**config.mk**
```make
export PLATFORM = sky130hd
export DESIGN_NAME = shift_iter_nbit
export DESIGN_NICKNAME = d
export VERILOG_FILES = /design/src/rtl/shift_iter_nbit.sv
export SDC_FILE = /design/constraint.sdc
export NUM_CORES = 1
export LEC_CHECK = 0
export ABC_AREA = 1
export BUFFER_PORTS_ARGS = -buffer_cell sky130_fd_sc_hd__buf_4
export CAP_MARGIN = 20
export CORE_AREA = 2 2 42 83
export DETAILED_ROUTE_END_ITERATION = 10
export DIE_AREA = 0 0 44 85
export PLACE_DENSITY_LB_ADDON = 0.05
export SETUP_SLACK_MARGIN = 0.02
export SLEW_MARGIN = 5
export SYNTH_ARGS = -nofsm -noshare
export SYNTH_HDL_FRONTEND = slang
export SYNTH_SLANG_ARGS = --single-unit
```
**constraint.sdc**
```tcl
create_clock -name clk -period 1.4 [get_ports clk]
set_input_delay 0.21 -clock clk [delete_from_list [all_inputs] [get_ports clk]]
set_output_delay 0.21 -clock clk [all_outputs]
set_load 0.005 [all_outputs]
```
**src/rtl/shift_iter_nbit.sv**
```systemverilog
// Iterative barrel shifter: one shift stage per clock, with a valid/ready
// handshake on both the request side and the result side.
// Stage k shifts by 2^k when bit k of the captured shift amount is set.
// The latency is always SHIFT_WIDTH cycles, whatever the shift amount.
module shift_iter_nbit #(
    parameter int WIDTH       = 8,
    parameter int SHIFT_WIDTH = 3
) (
    input  logic                   clk,
    input  logic                   rst,
    input  logic                   in_valid,
    output logic                   in_ready,
    input  logic [WIDTH-1:0]       A,
    input  logic [SHIFT_WIDTH-1:0] B,
    input  logic [1:0]             mode,
    output logic                   out_valid,
    input  logic                   out_ready,
    output logic [WIDTH-1:0]       Y
);

    localparam int CNT_W = (SHIFT_WIDTH > 1) ? $clog2(SHIFT_WIDTH) : 1;
    localparam int LOG_W = $clog2(WIDTH);

    localparam logic [1:0] MODE_LSL = 2'b00;
    localparam logic [1:0] MODE_LSR = 2'b01;
    localparam logic [1:0] MODE_ASR = 2'b10;
    localparam logic [1:0] MODE_ROL = 2'b11;

    localparam logic [CNT_W-1:0] CNT_LAST = CNT_W'(SHIFT_WIDTH - 1);

    typedef enum logic [1:0] {
        IDLE = 2'b00,
        BUSY = 2'b01,
        DONE = 2'b10
    } state_t;

    state_t                 state_r;
    logic [CNT_W-1:0]       cnt_r;
    logic [SHIFT_WIDTH-1:0] b_r;
    logic [1:0]             mode_r;
    logic                   sign_r;
    logic [WIDTH-1:0]       work_r;
    logic                   in_ready_r;
    logic                   out_valid_r;
    logic [WIDTH-1:0]       stage_val_s;

    // Shift v by 2^stage in the given mode. Stages whose distance reaches
    // WIDTH saturate: zeros for logical shifts, sign bits for ASR, and a
    // full rotation (no change) for ROL.
    function automatic logic [WIDTH-1:0] stage_shift(
        input logic [WIDTH-1:0] v,
        input int unsigned      stage,
        input logic [1:0]       m,
        input logic             sign
    );
        logic [WIDTH-1:0] fill;
        logic [WIDTH-1:0] r;
        int unsigned      sh;
        fill = {WIDTH{sign}};
        r    = v;
        sh   = 32'd0;
        if (stage >= LOG_W) begin
            case (m)
                MODE_LSL: r = '0;
                MODE_LSR: r = '0;
                MODE_ASR: r = fill;
                MODE_ROL: r = v;
                default:  r = v;
            endcase
        end else begin
            sh = 32'd1 << stage;
            case (m)
                MODE_LSL: r = v << sh;
                MODE_LSR: r = v >> sh;
                MODE_ASR: r = (v >> sh) | (fill & ~({WIDTH{1'b1}} >> sh));
                MODE_ROL: r = (v << sh) | (v >> (WIDTH - sh));
                default:  r = v;
            endcase
        end
        return r;
    endfunction

    // Candidate value of the working register after the current stage.
    always_comb begin
        stage_val_s = work_r;
        if (b_r[cnt_r]) begin
            stage_val_s = stage_shift(work_r, 32'(cnt_r), mode_r, sign_r);
        end else begin
            stage_val_s = work_r;
        end
    end

    // Control FSM together with the datapath registers and the registered
    // handshake outputs.
    always_ff @(posedge clk) begin
        if (rst) begin
            state_r     <= IDLE;
            cnt_r       <= '0;
            b_r         <= '0;
            mode_r      <= 2'b00;
            sign_r      <= 1'b0;
            work_r      <= '0;
            in_ready_r  <= 1'b1;
            out_valid_r <= 1'b0;
        end else begin
            case (state_r)
                IDLE: begin
                    if (in_valid) begin
                        work_r      <= A;
                        b_r         <= B;
                        mode_r      <= mode;
                        sign_r      <= A[WIDTH-1];
                        cnt_r       <= '0;
                        state_r     <= BUSY;
                        in_ready_r  <= 1'b0;
                        out_valid_r <= 1'b0;
                    end else begin
                        in_ready_r  <= 1'b1;
                        out_valid_r <= 1'b0;
                    end
                end
                BUSY: begin
                    work_r <= stage_val_s;
                    if (cnt_r == CNT_LAST) begin
                        cnt_r       <= '0;
                        state_r     <= DONE;
                        out_valid_r <= 1'b1;
                    end else begin
                        cnt_r <= cnt_r + CNT_W'(1);
                    end
                end
                DONE: begin
                    if (out_ready) begin
                        state_r     <= IDLE;
                        out_valid_r <= 1'b0;
                        in_ready_r  <= 1'b1;
                    end else begin
                        out_valid_r <= 1'b1;
                    end
                end
                default: begin
                    state_r     <= IDLE;
                    cnt_r       <= '0;
                    in_ready_r  <= 1'b1;
                    out_valid_r <= 1'b0;
                end
            endcase
        end
    end

    assign in_ready  = in_ready_r;
    assign out_valid = out_valid_r;
    assign Y         = work_r;

endmodule

```
-- Word level (Yosys, flattened, before mapping)
Cells that the tools add are included.
W data, S select, Z words.
- $add $sub $neg: 2
- $lt $le $gt $ge: 2
- eq/ne operators: 11
- shift-type cells: 5
- multiplexer cells: 21
- bitwise gates (word level): 6
- reductions and logical operators: 9
- operators by type and width (cell ; number):
    $shr A8 B32 Y8 ; 2
    $pmux W8 S2 ; 2
    $pmux W8 S4 ; 1
    $shl A1 B2 Y32 const A ; 1
    $shl A8 B32 Y8 ; 1
    $shr A8 B32 Y8 const A ; 1
    $sub A4 B32 Y32 const A ; 1
    $mux W8 ; 3
    $or A8 B8 Y8 ; 2
    $pmux W2 S3 ; 2
    $mux W2 ; 5
    $and A8 B8 Y8 ; 1
    $eq A2 B2 Y1 const B ; 4
    $ne A2 B2 Y1 const B ; 4
    $not A8 Y8 ; 1
    $reduce_and A2 Y1 ; 3
    $mux W1 ; 5
    $eq A2 B1 Y1 const B ; 2
    $logic_not A2 Y1 ; 2
    $reduce_and A4 Y1 ; 1
    $lt A2 B3 Y1 const B ; 1
    $ne A3 B3 Y1 const B ; 1
    $pmux W1 S3 ; 1
    $reduce_and A3 Y1 ; 1
    7 further kinds ; 8
- bits in registers: 20
- bits of input ports: 17
- output and inout bits: 10
- word-level logic and storage cells: 64

-- Logic depth before layout (Yosys ltp)
- depth after elaboration: 9
- gate-level depth with buffers: 13
- depth with buffers taken out: 12

-- Worst setup path before layout
OpenSTA, ideal clock, no wires.
- path type: reg2reg
- from: register state_r[1]
- to: register work_r[2] (netlist: Y[2])
- data arrival time: 1290 ps
- data required time: 1333 ps
- setup slack: 43 ps
- cell stages (with the launch flop): 10
- clock period less this slack: 1357 ps
- cells stage by stage: dfxtp_1 inv_1 ha_1 inv_1 a21oi_1 o21ai_2 buf_6 nor2_1 o21ai_1 a21oi_2
- word-level cells in the longest chain between the ends: 3
- elaborated cells on any way between the ends: 8
- those cells by class: eq/ne: 4; mux: 1; reduce/logical: 3
- ends and longest elaborated chain (item ; RTL line ; source):
    from (decl) ; 37 ; state_t state_r;
    from (signal assigned) ; 97 ; state_r <= IDLE;
    from (signal assigned) ; 114 ; state_r <= BUSY;
    from (signal assigned) ; 126 ; state_r <= DONE;
    $eq A2 B1 Y1 / $logic_not A2 Y1 (equally long branches) ; 106 ; case (state_r)
    $ne A3 B3 Y1 (no line) (tied with other cells) ; -- ;
    $reduce_and A4 Y1 (no line) ; -- ;
    to (signal assigned) ; 123 ; work_r <= stage_val_s;
    to (decl) ; 42 ; logic [WIDTH-1:0] work_r;
Several ways; a longest one is shown, not always the timed one.
A chain may end at the register's enable or synchronous reset.

-- Final worst setup path
- from: register state_r[1]
- to: register cnt_r[1]
- word-level cells in the longest chain between the ends: 3
- elaborated cells on any way between the ends: 7
- those cells by class: eq/ne: 3; mux: 1; bitwise: 1; reduce/logical: 2
- ends and longest elaborated chain (item ; RTL line ; source):
    $logic_not A2 Y1 / $eq A2 B2 Y1 (equally long branches) ; 106 ;
    $ne A2 B2 Y1 (no line) / $not A1 Y1 (equally long branches) ; -- ;
    $reduce_and A2 Y1 (no line) ; -- ;
    to (signal assigned) ; 129 ; cnt_r <= cnt_r + CNT_W'(1);
    to (decl) ; 38 ; logic [CNT_W-1:0] cnt_r;
Several ways; a longest one is shown, not always the timed one.

==> impl_results.md <==
- Status: finished with violations
- Violated checks: setup timing
- Leak: 1.10 nW
- Die H: 85 um
- Initial antenna violation count: 0
- First-pass GRT wire length: 8220 um
- Area of the mapped netlist: 1360 sq um
- Worst slew pin tran: 345 ps
- Skew final: 5.50 ps
- Maximum Capacitance Violations: 0
- DRT Pass-1 Iters: 4
- Io pins: 27
- Largest net degree at the start of global routing: 12
- GRT Total Usage: 0.294
- Clk Latency, worst-skew pair: 260 ps
- Final Critical Period: 1420 ps
- Final Wtd Congestion: 1.00
- Setup-failing EPs final: 2
- Crit Path Class: flop to flop
- Flip-flop and latch count after synthesis: 20
- DR vias: 1830
- Mapped Cells: 224
- Cell variety after synth: 27
- FILL cells: 282
- Synth-to-layout area growth: 67.6%
- Ys flop type: dfxtp_1
- Crit path arrival time: 1570 ps
- Die width: 44 um
- Post-DP HPWL: 3800 um
- DP Cell Count: 319
- Grt total ovfl: 0
- VDD IR-drop max: 0.00186 V
- Drt drc: 0
- Port-buffer cells: 26
- Final nets: 322
- CTS Buf Count: 3
- Power Density: 2570 nW/um^2
- Bufs on Longest Clock Path: 2
- Core area: 3120 sq um
- Vias per cell: 5.51
- Util after Layout: 0.729
- Ant diodes: 0
- EDFF count, synth: 0
- Detailed Route WL: 5230 um
- Syn Nets: 244
- Post-synthesis sequential area ratio: 0.295
- Design Area, Final: 2280 sq um
- RSZ-0062 raised after global routing: true
- Setup TNS: -30.8 ps
- Antenna Nets Post-Route: 0
- H-tree Lvls: 1
- Hold Violations, Final: 0
- Area post-placement: 1910 sq um
- WL/cell: 15.8 um
- Fin crit share: 1.01
- Slew Limit Fails: 0
- Row count: 29
- Clk sinks: 20
- Layout cells sized above 1: 0.455
- CTS tree: done
- Max Clock Freq: 706 MHz
- Kind of end point of the critical path: flop
- Starting DRT DRC Count: 42
- Clock-pin slew on the worst setup and hold paths: 80 ps
- Syn Area/Cell: 6.06 sq um
- CP max FO: 3
- Initial Util: 0.435
- Startpoint types: flop
- Max-slew headroom: 0.770
- WP data required: 1560 ps
- Die ar.: 3740 sq um
- Worst setup margin: -16.5 ps
- Finished Layout Cells: 332
- Root buffer cell: clkbuf_8
- Vias in the first global route: 1816
- Yosys warning count: 0
- Hold crit path type: input port to flop
- FFs w/ async S/R, synth: 0
## layout by cell type, fill, tap and decap left out, types with 2 or more instances in the layout
cell type  count
a21oi_1       12
a21oi_2        6
buf_12         2
buf_4         72
buf_6          4
clkbuf_8       4
dfxtp_1       14
dfxtp_2        4
dfxtp_4        2
ha_4           2
inv_1         17
inv_2          3
inv_4          6
nand2_1       54
nand2_2        7
nand2_4        3
nand3_1       14
nand3_2        4
nor2_1        21
nor2_2         2
nor2_4         4
o211ai_1       5
o21ai_0       15
o21ai_1        5
o21ai_2        3
o22ai_1        2
or2_2          2
## Yosys cell counts (2+ instances only)
cell type   n  area [sq um]
o21ai_0    20           100
or2_2       2          12.5
inv_2       2          7.51
inv_1      24          90.1
nand2_1    62           233
o22ai_1     2          12.5
nand2_2     2          12.5
ha_1        3          37.5
dfxtp_1    20           400
a21oi_1    18          90.1
nand3_1    19          95.1
nor2_2      2          12.5
clkbuf_1    3          11.3
o21ai_1     3          15.0
buf_6       2          22.5
o211ai_1    5          37.5
nor2_1     25          93.8
## state kept, by name, summed over array words and instances (netlist names)
name,flops
cnt_r,2
mode_r,2
Y,8
state_r,2
in_ready,1
out_valid,1
b_r,3
sign_r,1
## per-layer routing
metal / part of all wire / routed length (um) / GRT usage
met5: 0 / 0 / 0
met4: 0.066 / 343 / 0.190
met3: 0.032 / 166 / 0.0404
met2: 0.58 / 3030 / 0.544
met1: 0.32 / 1690 / 0.279
## critical path: stages, from the launching register on
cell and delay, ps:
dfxtp_2 340, buf_4 130, ha_2 170, buf_4 130
nor2_1 200, o21ai_0 160, o21ai_0 120, nor2_1 60
## per-stage QoR
step	total power [mW]	hold WS [ps]	setup WS (ps)
global placement	4.36	455	-109
finish	5.85	198	-16.5
detailed placement	4.37	460	-105
CTS	5.46	187	-0.827
global route	6.28	198	-196
floorplan	2.75	358	42.7
## timing repair
action | CTS | global route
cloned | 2 | 0
endpoints found under the setup margin | 10 | 12
resized for setup | 49 | 27
hold buffers | 0 | 0
setup buffers | 3 | 4
pin swaps | 9 | 18
## kinds of logic (layout without fill, tap and decap cells)
| logic type | after synthesis | in the layout | share of synthesized area |
|---|---|---|---|
| buffers and inverters | 33 | 110 | 0.107 |
| flip-flops | 20 | 20 | 0.295 |
| AO/OA/AOI/OAI | 53 | 53 | 0.218 |
| AND/OR/NAND/NOR | 115 | 115 | 0.352 |
| adder cells (fa/ha/maj) | 3 | 3 | 0.0277 |
## power breakdown
| part | internal (mW) | total (mW) | switching [mW] |
|---|---|---|---|
| logic | 2.07 | 4.35 | 2.28 |
| registers | 0.816 | 1.06 | 0.239 |
| clock network | 0.251 | 0.451 | 0.200 |
## path summary, 6_finish.rpt
| path | startpoint | to | slack, ps | depth (start not counted) |
|---|---|---|---|---|
| max | state_r[1] | cnt_r[1] | -20 | 7 |
| min | B[0] | b_r[0] | 200 | 3 |
| max reg2reg | state_r[1] | cnt_r[1] | -20 | 7 |
| min reg2reg | Y[5] | Y[5] | 480 | 2 |
## layout make-up
cell class	instances	area, sq um	share of cell area
clock buffer	4	55.1	0.0242
inverter	27	124	0.0544
multi-input combinational	171	992	0.436
sequential	20	413	0.181
tap	31	38.8	0.0170
timing repair buffer	79	653	0.287
No activity file was read; power rests on OpenSTA's default activity.
